[src/rtl/ecc_secded_decoder_pipe_if.sv]
// Streaming port bundle for the pipelined SECDED decoder: input/output handshakes,
// decode results and the error-event counters.
interface ecc_secded_decoder_pipe_if #(
  parameter int unsigned data_bit_width      = 64,
  parameter int unsigned redundant_bit_width = 8,
  parameter int unsigned cnt_width           = 16
);
  localparam int unsigned code_width = data_bit_width + redundant_bit_width;

  logic                           in_valid;
  logic                           in_ready;
  logic [code_width-1:0]          in_data;
  logic                           out_valid;
  logic                           out_ready;
  logic [data_bit_width-1:0]      out_data;
  logic [1:0]                     out_err;
  logic [redundant_bit_width-2:0] out_syndrome;
  logic                           cnt_clr;
  logic [cnt_width-1:0]           cnt_corr;
  logic [cnt_width-1:0]           cnt_uncorr;

  modport master (
    output in_valid, in_data, out_ready, cnt_clr,
    input  in_ready, out_valid, out_data, out_err, out_syndrome, cnt_corr, cnt_uncorr
  );

  modport slave (
    input  in_valid, in_data, out_ready, cnt_clr,
    output in_ready, out_valid, out_data, out_err, out_syndrome, cnt_corr, cnt_uncorr
  );
endinterface

[src/rtl/ecc_secded_decoder_pipe.sv]
// Two-stage SECDED Hamming decoder: S1 registers codeword/syndrome/parity, S2 classifies,
// corrects and registers the result. Saturating counters track corrected/uncorrectable words.
module ecc_secded_decoder_pipe #(
  parameter int unsigned data_bit_width      = 64,
  parameter int unsigned redundant_bit_width = 8,
  parameter int unsigned cnt_width           = 16
) (
  input logic                      clk,
  input logic                      rst,
  ecc_secded_decoder_pipe_if.slave bus
);
  localparam int unsigned code_width = data_bit_width + redundant_bit_width;
  localparam int unsigned syn_width  = redundant_bit_width - 1;

  // k-th non-power-of-two position at index >= 3
  function automatic int unsigned data_pos(int unsigned k);
    int unsigned pos;
    int unsigned cnt;
    pos = 3;
    cnt = 0;
    for (int unsigned i = 3; i < code_width; i++) begin
      if ((i & (i - 1)) != 0) begin
        if (cnt == k) pos = i;
        cnt++;
      end
    end
    return pos;
  endfunction

  logic                      s1_valid_q;
  logic [code_width-1:0]     s1_code_q;
  logic [syn_width-1:0]      s1_syn_q;
  logic                      s1_par_q;
  logic                      out_valid_q;
  logic [data_bit_width-1:0] out_data_q;
  logic [1:0]                out_err_q;
  logic [syn_width-1:0]      out_syn_q;
  logic [cnt_width-1:0]      cnt_corr_q;
  logic [cnt_width-1:0]      cnt_uncorr_q;

  logic                      s1_adv;
  logic                      s2_adv;
  logic [syn_width-1:0]      in_syn;
  logic                      in_par;
  logic [code_width-1:0]     flip_mask;
  logic [code_width-1:0]     fixed;
  logic [1:0]                err;
  logic [data_bit_width-1:0] data;
  logic                      hs;

  assign s2_adv      = !out_valid_q || bus.out_ready;
  assign s1_adv      = !s1_valid_q || s2_adv;
  assign bus.in_ready = s1_adv;

  always_comb begin
    in_syn = '0;
    for (int unsigned i = 1; i < code_width; i++) begin
      if (bus.in_data[i]) in_syn ^= syn_width'(i);
    end
    in_par = ^bus.in_data;
  end

  always_ff @(posedge clk or posedge rst) begin
    if (rst) begin
      s1_valid_q <= 1'b0;
      s1_code_q  <= '0;
      s1_syn_q   <= '0;
      s1_par_q   <= 1'b0;
    end else if (s1_adv) begin
      s1_valid_q <= bus.in_valid;
      if (bus.in_valid) begin
        s1_code_q <= bus.in_data;
        s1_syn_q  <= in_syn;
        s1_par_q  <= in_par;
      end
    end
  end

  for (genvar i = 0; i < code_width; i++) begin : g_flip
    assign flip_mask[i] = (i != 0) && (s1_syn_q == syn_width'(i));
  end

  always_comb begin
    fixed = s1_code_q;
    err   = 2'b00;
    if (!s1_par_q) begin
      err = (s1_syn_q == '0) ? 2'b00 : 2'b10;
    end else if (s1_syn_q == '0) begin
      err = 2'b01;
    end else if (32'(s1_syn_q) < code_width) begin
      err   = 2'b01;
      fixed = s1_code_q ^ flip_mask;
    end else begin
      err = 2'b11;
    end
  end

  for (genvar k = 0; k < data_bit_width; k++) begin : g_extract
    assign data[k] = fixed[data_pos(k)];
  end

  always_ff @(posedge clk or posedge rst) begin
    if (rst) begin
      out_valid_q <= 1'b0;
      out_data_q  <= '0;
      out_err_q   <= 2'b00;
      out_syn_q   <= '0;
    end else if (s2_adv) begin
      out_valid_q <= s1_valid_q;
      if (s1_valid_q) begin
        out_data_q <= data;
        out_err_q  <= err;
        out_syn_q  <= s1_syn_q;
      end
    end
  end

  assign hs = out_valid_q && bus.out_ready;

  // Clear wins over a coincident counted event.
  always_ff @(posedge clk or posedge rst) begin
    if (rst) begin
      cnt_corr_q   <= '0;
      cnt_uncorr_q <= '0;
    end else if (bus.cnt_clr) begin
      cnt_corr_q   <= '0;
      cnt_uncorr_q <= '0;
    end else begin
      if (hs && (out_err_q == 2'b01) && !(&cnt_corr_q)) begin
        cnt_corr_q <= cnt_corr_q + cnt_width'(1);
      end
      if (hs && out_err_q[1] && !(&cnt_uncorr_q)) begin
        cnt_uncorr_q <= cnt_uncorr_q + cnt_width'(1);
      end
    end
  end

  assign bus.out_valid    = out_valid_q;
  assign bus.out_data     = out_data_q;
  assign bus.out_err      = out_err_q;
  assign bus.out_syndrome = out_syn_q;
  assign bus.cnt_corr     = cnt_corr_q;
  assign bus.cnt_uncorr   = cnt_uncorr_q;
endmodule

[src/flat_wrapper.sv]
// flat-port wrapper written by rule: the top's interface ports become plain ports
module ecc_secded_decoder_pipe_flat 
#(
  parameter int unsigned data_bit_width      = 64,
  parameter int unsigned redundant_bit_width = 8,
  parameter int unsigned cnt_width           = 16
)
  (clk, rst, bus_in_valid, bus_in_data, bus_out_ready, bus_cnt_clr, bus_in_ready, bus_out_valid, bus_out_data, bus_out_err, bus_out_syndrome, bus_cnt_corr, bus_cnt_uncorr);
  ecc_secded_decoder_pipe_if #(.data_bit_width(data_bit_width), .redundant_bit_width(redundant_bit_width), .cnt_width(cnt_width)) bus_i ();
  input logic clk;
  input logic rst;
  input wire logic [$bits(bus_i.in_valid)-1:0] bus_in_valid;
  input wire logic [$bits(bus_i.in_data)-1:0] bus_in_data;
  input wire logic [$bits(bus_i.out_ready)-1:0] bus_out_ready;
  input wire logic [$bits(bus_i.cnt_clr)-1:0] bus_cnt_clr;
  output wire logic [$bits(bus_i.in_ready)-1:0] bus_in_ready;
  output wire logic [$bits(bus_i.out_valid)-1:0] bus_out_valid;
  output wire logic [$bits(bus_i.out_data)-1:0] bus_out_data;
  output wire logic [$bits(bus_i.out_err)-1:0] bus_out_err;
  output wire logic [$bits(bus_i.out_syndrome)-1:0] bus_out_syndrome;
  output wire logic [$bits(bus_i.cnt_corr)-1:0] bus_cnt_corr;
  output wire logic [$bits(bus_i.cnt_uncorr)-1:0] bus_cnt_uncorr;
  assign bus_i.in_valid = bus_in_valid;
  assign bus_i.in_data = bus_in_data;
  assign bus_i.out_ready = bus_out_ready;
  assign bus_i.cnt_clr = bus_cnt_clr;
  assign bus_in_ready = bus_i.in_ready;
  assign bus_out_valid = bus_i.out_valid;
  assign bus_out_data = bus_i.out_data;
  assign bus_out_err = bus_i.out_err;
  assign bus_out_syndrome = bus_i.out_syndrome;
  assign bus_cnt_corr = bus_i.cnt_corr;
  assign bus_cnt_uncorr = bus_i.cnt_uncorr;
  ecc_secded_decoder_pipe #(.data_bit_width(data_bit_width), .redundant_bit_width(redundant_bit_width), .cnt_width(cnt_width)) u_core (.clk(clk), .rst(rst), .bus(bus_i));
endmodule
[config.mk]
export PLATFORM = sky130hd
export DESIGN_NAME = ecc_secded_decoder_pipe_flat
export DESIGN_NICKNAME = d
export VERILOG_FILES = /design/src/rtl/ecc_secded_decoder_pipe_if.sv /design/src/rtl/ecc_secded_decoder_pipe.sv /design/src/flat_wrapper.sv
export SDC_FILE = /design/constraint.sdc
export NUM_CORES = 1
export LEC_CHECK = 0
export CORE_MARGIN = 3
export CORE_UTILIZATION = 56
export CTS_CLUSTER_SIZE = 24
export DETAILED_ROUTE_END_ITERATION = 12
export GPL_TIMING_DRIVEN = 0
export PLACE_DENSITY = 0.86
export SLEW_MARGIN = 20
export SYNTH_ARGS = -nofsm -noshare
export SYNTH_HDL_FRONTEND = slang
export SYNTH_SLANG_ARGS = --single-unit
[constraint.sdc]
create_clock -name clk -period 15.5 [get_ports clk]
set_input_delay 2.325 -clock clk [delete_from_list [all_inputs] [get_ports clk]]
set_output_delay 2.325 -clock clk [all_outputs]
set_load 0.005 [all_outputs]
==> results.cfg, run 1 <==
[global_routing]
grt_pass1_wl_mm = 39.5
first_global_vias = 7373
antenna_found_initial = 0
grtUsageTotal = 0.285
overflow = 0
grt_start_max_net_pins = 93

[timing]
fin_skew_ns = 0.00914
max-slew-margin-rel = 0.270
maxSlewViolCount = 0
setup_viol = 0
fmax_mhz = 170
rsz0062_at_grt = no
finalCritPeriodShare = 0.379
min_period_ns = 5.87
finalHoldViolCount = 0
worstMarginPinSlew_ns = 1.08
tns_ns = 0

[clock_network]
cts_resized = 0
cts_max_level = 4
cts.path.max_buffers = 2
cts_root_buffer = clkbuf_16
cts.sinks = 179
cts_setup_buffers = 0
cts.reportedPaths.clkPinSlew_ns = 0.06
cts_tree = built
cts_hold_buf = 0
cts_buffers = 17
insertion_delay_ns = 0.44

[routing]
wirelength_mm = 25.3
drc_errors = 0
num_vias = 7280
post_drt_wl_per_cell_um = 19.4
vias_per_cell = 5.59
drt-initial-drc-count = 485
ant_nets = 0
drt_first_pass_iters = 5

[worst_setup_path]
worstSetupStartpointType = input pin
r2r_slack_ns = 13.04
arrival_ns = 3.55
r2r_end = u_core.bus.out_data[30]
cp-endpoint = bus_in_ready
worstPathRequired_ns = 13.18
path_class = input pin to primary output
r2r_cells = 6
endpoint_kind = primary output
reg2reg_from = u_core.bus.out_valid
critPathLaunch = bus_out_ready
crit_fanout = 4

[synthesis]
synth_edf_count = 0
synth_flop_cell = dfrtp_1
yosysMostFrequentCell = dfrtp_1
syn_avg_cell_area_um2 = 10.5
synth_common_cells = 179 x dfrtp_1, 159 x xnor2_1, 141 x nor2_1
synth_top_area_share = 0.488
syn_area_um2 = 9170
async_flop_share = 1.00
yosysTopAreaCell = dfrtp_1
ys_top_cells_by_area = dfrtp_1 49%, xnor2_1 15%, mux2_2 9.1%, nor2_1 5.8%, xor2_1 5.4%
ys_ff_latch = 179
ys.warnings.count = 0
postSynthCellCount = 871
yosysSeqAreaShare = 0.488
yosysUniqueCellTypes = 38
synth_nets = 950

[layout]
syn_to_final_growth_pct = 29.8
final_net_count = 1153
antenna_cells = 0
postLayoutCoreUtil = 0.747
drive_above_1_share = 0.110

[run]
maxCapViolCount = 0

[outcome]
status = complete, no violations

[power_and_ir_drop]
ir_drop_uv = 121
powerDensity_nw_per_um2 = 135
leakage_uw = 0.00455

[place]
dp_hpwl_mm = 18.5
port_buffers = 183
place_congestion = 0.918

[die]
io-pin-count = 184
fp.dieH_um = 134
coreArea_um2 = 15900
start_util = 0.575
die-area_um2 = 17900
placementRows = 46
die-width_um = 134

[hold_path]
min_path_type = flop to flop
layer usage:
metal / GRT usage / share of wire / vias up
met3: 0.0533 / 0.081 / 62
met1: 0.374 / 0.40 / 3596
met4: 0.100 / 0.030 / 0
met2: 0.476 / 0.49 / 354
li1: - / - / 3268
met5: 0 / 0 / -
how the worst min path moves through the flow:
stage / slack, ns / from / to / depth (start not counted)
after floorplan: 0.45 / u_core.s1_valid_q / u_core.bus.out_valid / 1
after global placement: 0.47 / u_core.s1_valid_q / u_core.bus.out_valid / 1
after detailed placement: 0.49 / u_core.s1_valid_q / u_core.bus.out_valid / 1
after CTS: 0.51 / u_core.s1_valid_q / u_core.bus.out_valid / 1
after global routing: 0.52 / u_core.bus.out_syndrome[2] / u_core.bus.out_syndrome[2] / 1
final: 0.51 / u_core.s1_valid_q / u_core.bus.out_valid / 1
cell usage in the layout, fill, tap and decap left out, types with 7 or more instances in the layout:
cell / instances
clkbuf_1: 27
and2_1: 7
xor2_1: 57
and3_1: 7
nand4_1: 9
clkbuf_16: 17
dfrtp_1: 179
xnor2_1: 159
buf_1: 9
o21ai_1: 9
mux2_2: 74
clkdlybuf4s50_1: 183
nand2_1: 47
a21oi_1: 69
nor2_1: 141
nand3_1: 19
critical path, stage by stage:
cell             delay (ns)
clkdlybuf4s50_1        0.51
nand3b_1               0.18
clkdlybuf4s50_1        0.53
registers in the layout, summed over array words and instances, names as in the netlist:
| register | count |
|---|---|
| u_core.bus.cnt_corr | 16 |
| u_core.bus.cnt_uncorr | 16 |
| u_core.bus.out_data | 64 |
| u_core.bus.out_err | 2 |
| u_core.bus.out_syndrome | 7 |
| u_core.bus.out_valid | 1 |
| u_core.s1_code_q | 64 |
| u_core.s1_par_q | 1 |
| u_core.s1_syn_q | 7 |
| u_core.s1_valid_q | 1 |
stage by stage:
stage	instances	instance area (um^2)	hold WS [ns]	worst slack, ns	total power (uW)
finish	1303	11900	0.508	9.63	1610
floorplan	871	9170	0.449	8.32	941
CTS	1303	11900	0.510	9.65	1610
global placement	1270	11300	0.474	6.01	1150
detailed placement	1271	11300	0.492	9.66	1170
global route	1303	11900	0.525	9.58	1680
kinds of logic (layout without fill, tap and decap cells):
| logic type | after synthesis | after routing | synth area share |
|---|---|---|---|
| simple gates | 266 | 266 | 0.130 |
| xor+xnor | 224 | 224 | 0.221 |
| fa+ha+maj | 2 | 2 | 0.00273 |
| buf+inv | 40 | 256 | 0.0165 |
| mux | 76 | 76 | 0.0931 |
| compound gates | 84 | 84 | 0.0478 |
| flops | 179 | 179 | 0.488 |
area by class of cell:
type | count | area [um^2]
plain buffers | 37 | 140
clock buffers | 18 | 439
clock inverters | 14 | 156
fillers | 1112 | 4040
inverters | 3 | 18.8
multi-input cells | 652 | 4540
flip-flops and latches | 179 | 4480
well taps | 216 | 270
repair buffers | 184 | 1860
report_power, final:
| part | internal (uW) | total [uW] | switching (uW) |
|---|---|---|---|
| logic | 286 | 559 | 273 |
| clock network | 243 | 434 | 191 |
| registers | 554 | 615 | 61.4 |
Power figures use the tool's default switching activity.
==> run 2: changes to the inputs <==
Settings changed: CORE_UTILIZATION 56 to 52, PLACE_DENSITY 0.86 to 0.81.
Clock period 15.5 ns to 5.5 ns, I/O delays scaled along.
==> results.cfg, run 2 (synthesis gave the netlist of run 1 again) <==
[die]
io-pin-count = 184
die-area_um2 = 19300
start_util = 0.541
coreArea_um2 = 16900
placementRows = 47
die-width_um = 139
fp.dieH_um = 139

[routing]
post_drt_wl_per_cell_um = 19.0
topRoutingLayerUsed = met4
drt_first_pass_iters = 5
met2_length_mm = 11.9
m1WireLength_mm = 10.2
wirelength_mm = 24.8
vias_per_cell = 5.42
route.met3.wl_mm = 1.86
drc_errors = 0
drt-initial-drc-count = 406
num_vias = 7101
ant_nets = 0

[clock_network]
cts.reportedPaths.clkPinSlew_ns = 0.06
cts.sinks = 179
cts_setup_buffers = 0
insertion_delay_ns = 0.44
cts_max_level = 4
cts_root_buffer = clkbuf_16
cts.path.max_buffers = 2
cts_resized = 0
cts_hold_buf = 0
cts_tree = built
cts_buffers = 17

[global_routing]
grt_start_max_net_pins = 35
antenna_found_initial = 0
grtUsageTotal = 0.260
overflow = 0
first_global_vias = 7308
grt_pass1_wl_mm = 39.2

[layout]
fill_cells = 1240
antenna_cells = 0
finish.instance_area_um2 = 12000
final_common_cell = clkdlybuf4s50_1
drive_above_1_share = 0.115
final_net_count = 1157
syn_to_final_growth_pct = 30.9
mostFrequentLayoutCells = 183 x clkdlybuf4s50_1, 179 x dfrtp_1, 159 x xnor2_1

[outcome]
status = complete, no violations

[timing]
finalHoldViolCount = 0
whs_ns = 0.499
worstMarginPinSlew_ns = 0.854
tns_ns = 0
finalCritPeriodShare = 0.567
fmax_mhz = 321
max-slew-margin-rel = 0.430
fin_skew_ns = 0.00757
rsz0062_at_grt = no
min_period_ns = 3.12
post-route-worst-setup-slack_ns = 2.38
maxSlewViolCount = 0
setup_viol = 0

[worst_setup_path]
worstSetupStartpointType = input pin
arrival_ns = 3.41
endpoint_kind = flop
crit_fanout = 10
worstPathRequired_ns = 5.79
path_class = input pin to flop

[place]
port_buffers = 183
dp_hpwl_mm = 18.8
dpl-instance-area_um2 = 11400
pre_cts_slack_ns = 2.06
place_congestion = 0.927

[power_and_ir_drop]
ir_drop_uv = 304
p_total_uw = 4570
leakage_uw = 0.00460
powerDensity_nw_per_um2 = 381

[hold_path]
min_path_type = flop to flop

[run]
maxCapViolCount = 0
run 2: changes by cell type in the layout (fill, tap and decap cells not counted), moves of 2 or more:
| cell | change |
|---|---|
| clkinv_4 | -6 |
| buf_12 | +5 |
| clkbuf_8 | +2 |
| clkinv_2 | +2 |
run 2: layer usage:
| metal | up-vias | track usage |
|---|---|---|
| li1 | 3286 | - |
| met1 | 3467 | 0.333 |
| met2 | 281 | 0.427 |
| met3 | 67 | 0.0631 |
| met4 | 0 | 0.105 |
| met5 | - | 0 |
run 2: through the flow:
| stage | cells | util |
|---|---|---|
| 2_1_floorplan | 871 | - |
| 3_3_place_gp | 1274 | 0.666 |
| 3_5_place_dp | 1279 | 0.672 |
| 4_1_cts | 1311 | 0.709 |
| 5_1_grt | 1311 | 0.709 |
| 6_report | 1311 | 0.709 |
run 2: area by class of cell:
type / count / area [um^2] / share of cell area
Buffer: 37 / 140 / 0.0117
Clock buffer: 20 / 467 / 0.0389
Clock inverter: 12 / 153 / 0.0127
Inverter: 3 / 15.0 / 0.00125
Multi-Input combinational cell: 652 / 4550 / 0.379
Sequential cell: 179 / 4480 / 0.373
Tap cell: 220 / 275 / 0.0229
Timing Repair Buffer: 188 / 1930 / 0.161
run 2: worst paths after layout:
kind,startpoint,endpoint,slack [ns],cells after the start
max,bus_out_ready,u_core.bus.out_data[36],2.38,7
min,u_core.s1_valid_q,u_core.bus.out_valid,0.50,1
max reg2reg,u_core.bus.out_valid,u_core.bus.out_data[36],2.91,6
max in group asynchronous,rst,u_core.bus.out_data[20],3.84,4
min reg2reg,u_core.s1_valid_q,u_core.bus.out_valid,0.50,1
min in group asynchronous,rst,u_core.bus.out_syndrome[1],0.85,2
run 2: critical path, stage by stage:
cell and delay, ns:
clkdlybuf4s50_1 0.51, nand2b_1 0.14, and2_1 0.15, clkbuf_1 0.65
clkbuf_1 0.54, clkbuf_1 0.44, a21oi_1 0.14
run 2: where the power goes:
group	switching, uW	total, uW	internal, uW
logic	757	1570	812
registers	169	1730	1560
clock network	525	1280	751
==> run 3: changes to the inputs <==
Clock period 5.5 ns to 3.05 ns, I/O delays scaled along.
==> results of run 3 <==
The final DEF is identical to that of run 2. Status: complete, no violations.
Main changes from that run: setup slack after placement 2.06 ns -> -0.0221 ns; setup slack after layout 2.38 ns -> 0.301 ns; hold slack 0.499 ns -> 0.482 ns; register-to-register setup slack 2.91 ns -> 0.46 ns; total power 4570 uW -> 8250 uW; worst IR drop on VDD 304 uV -> 547 uV
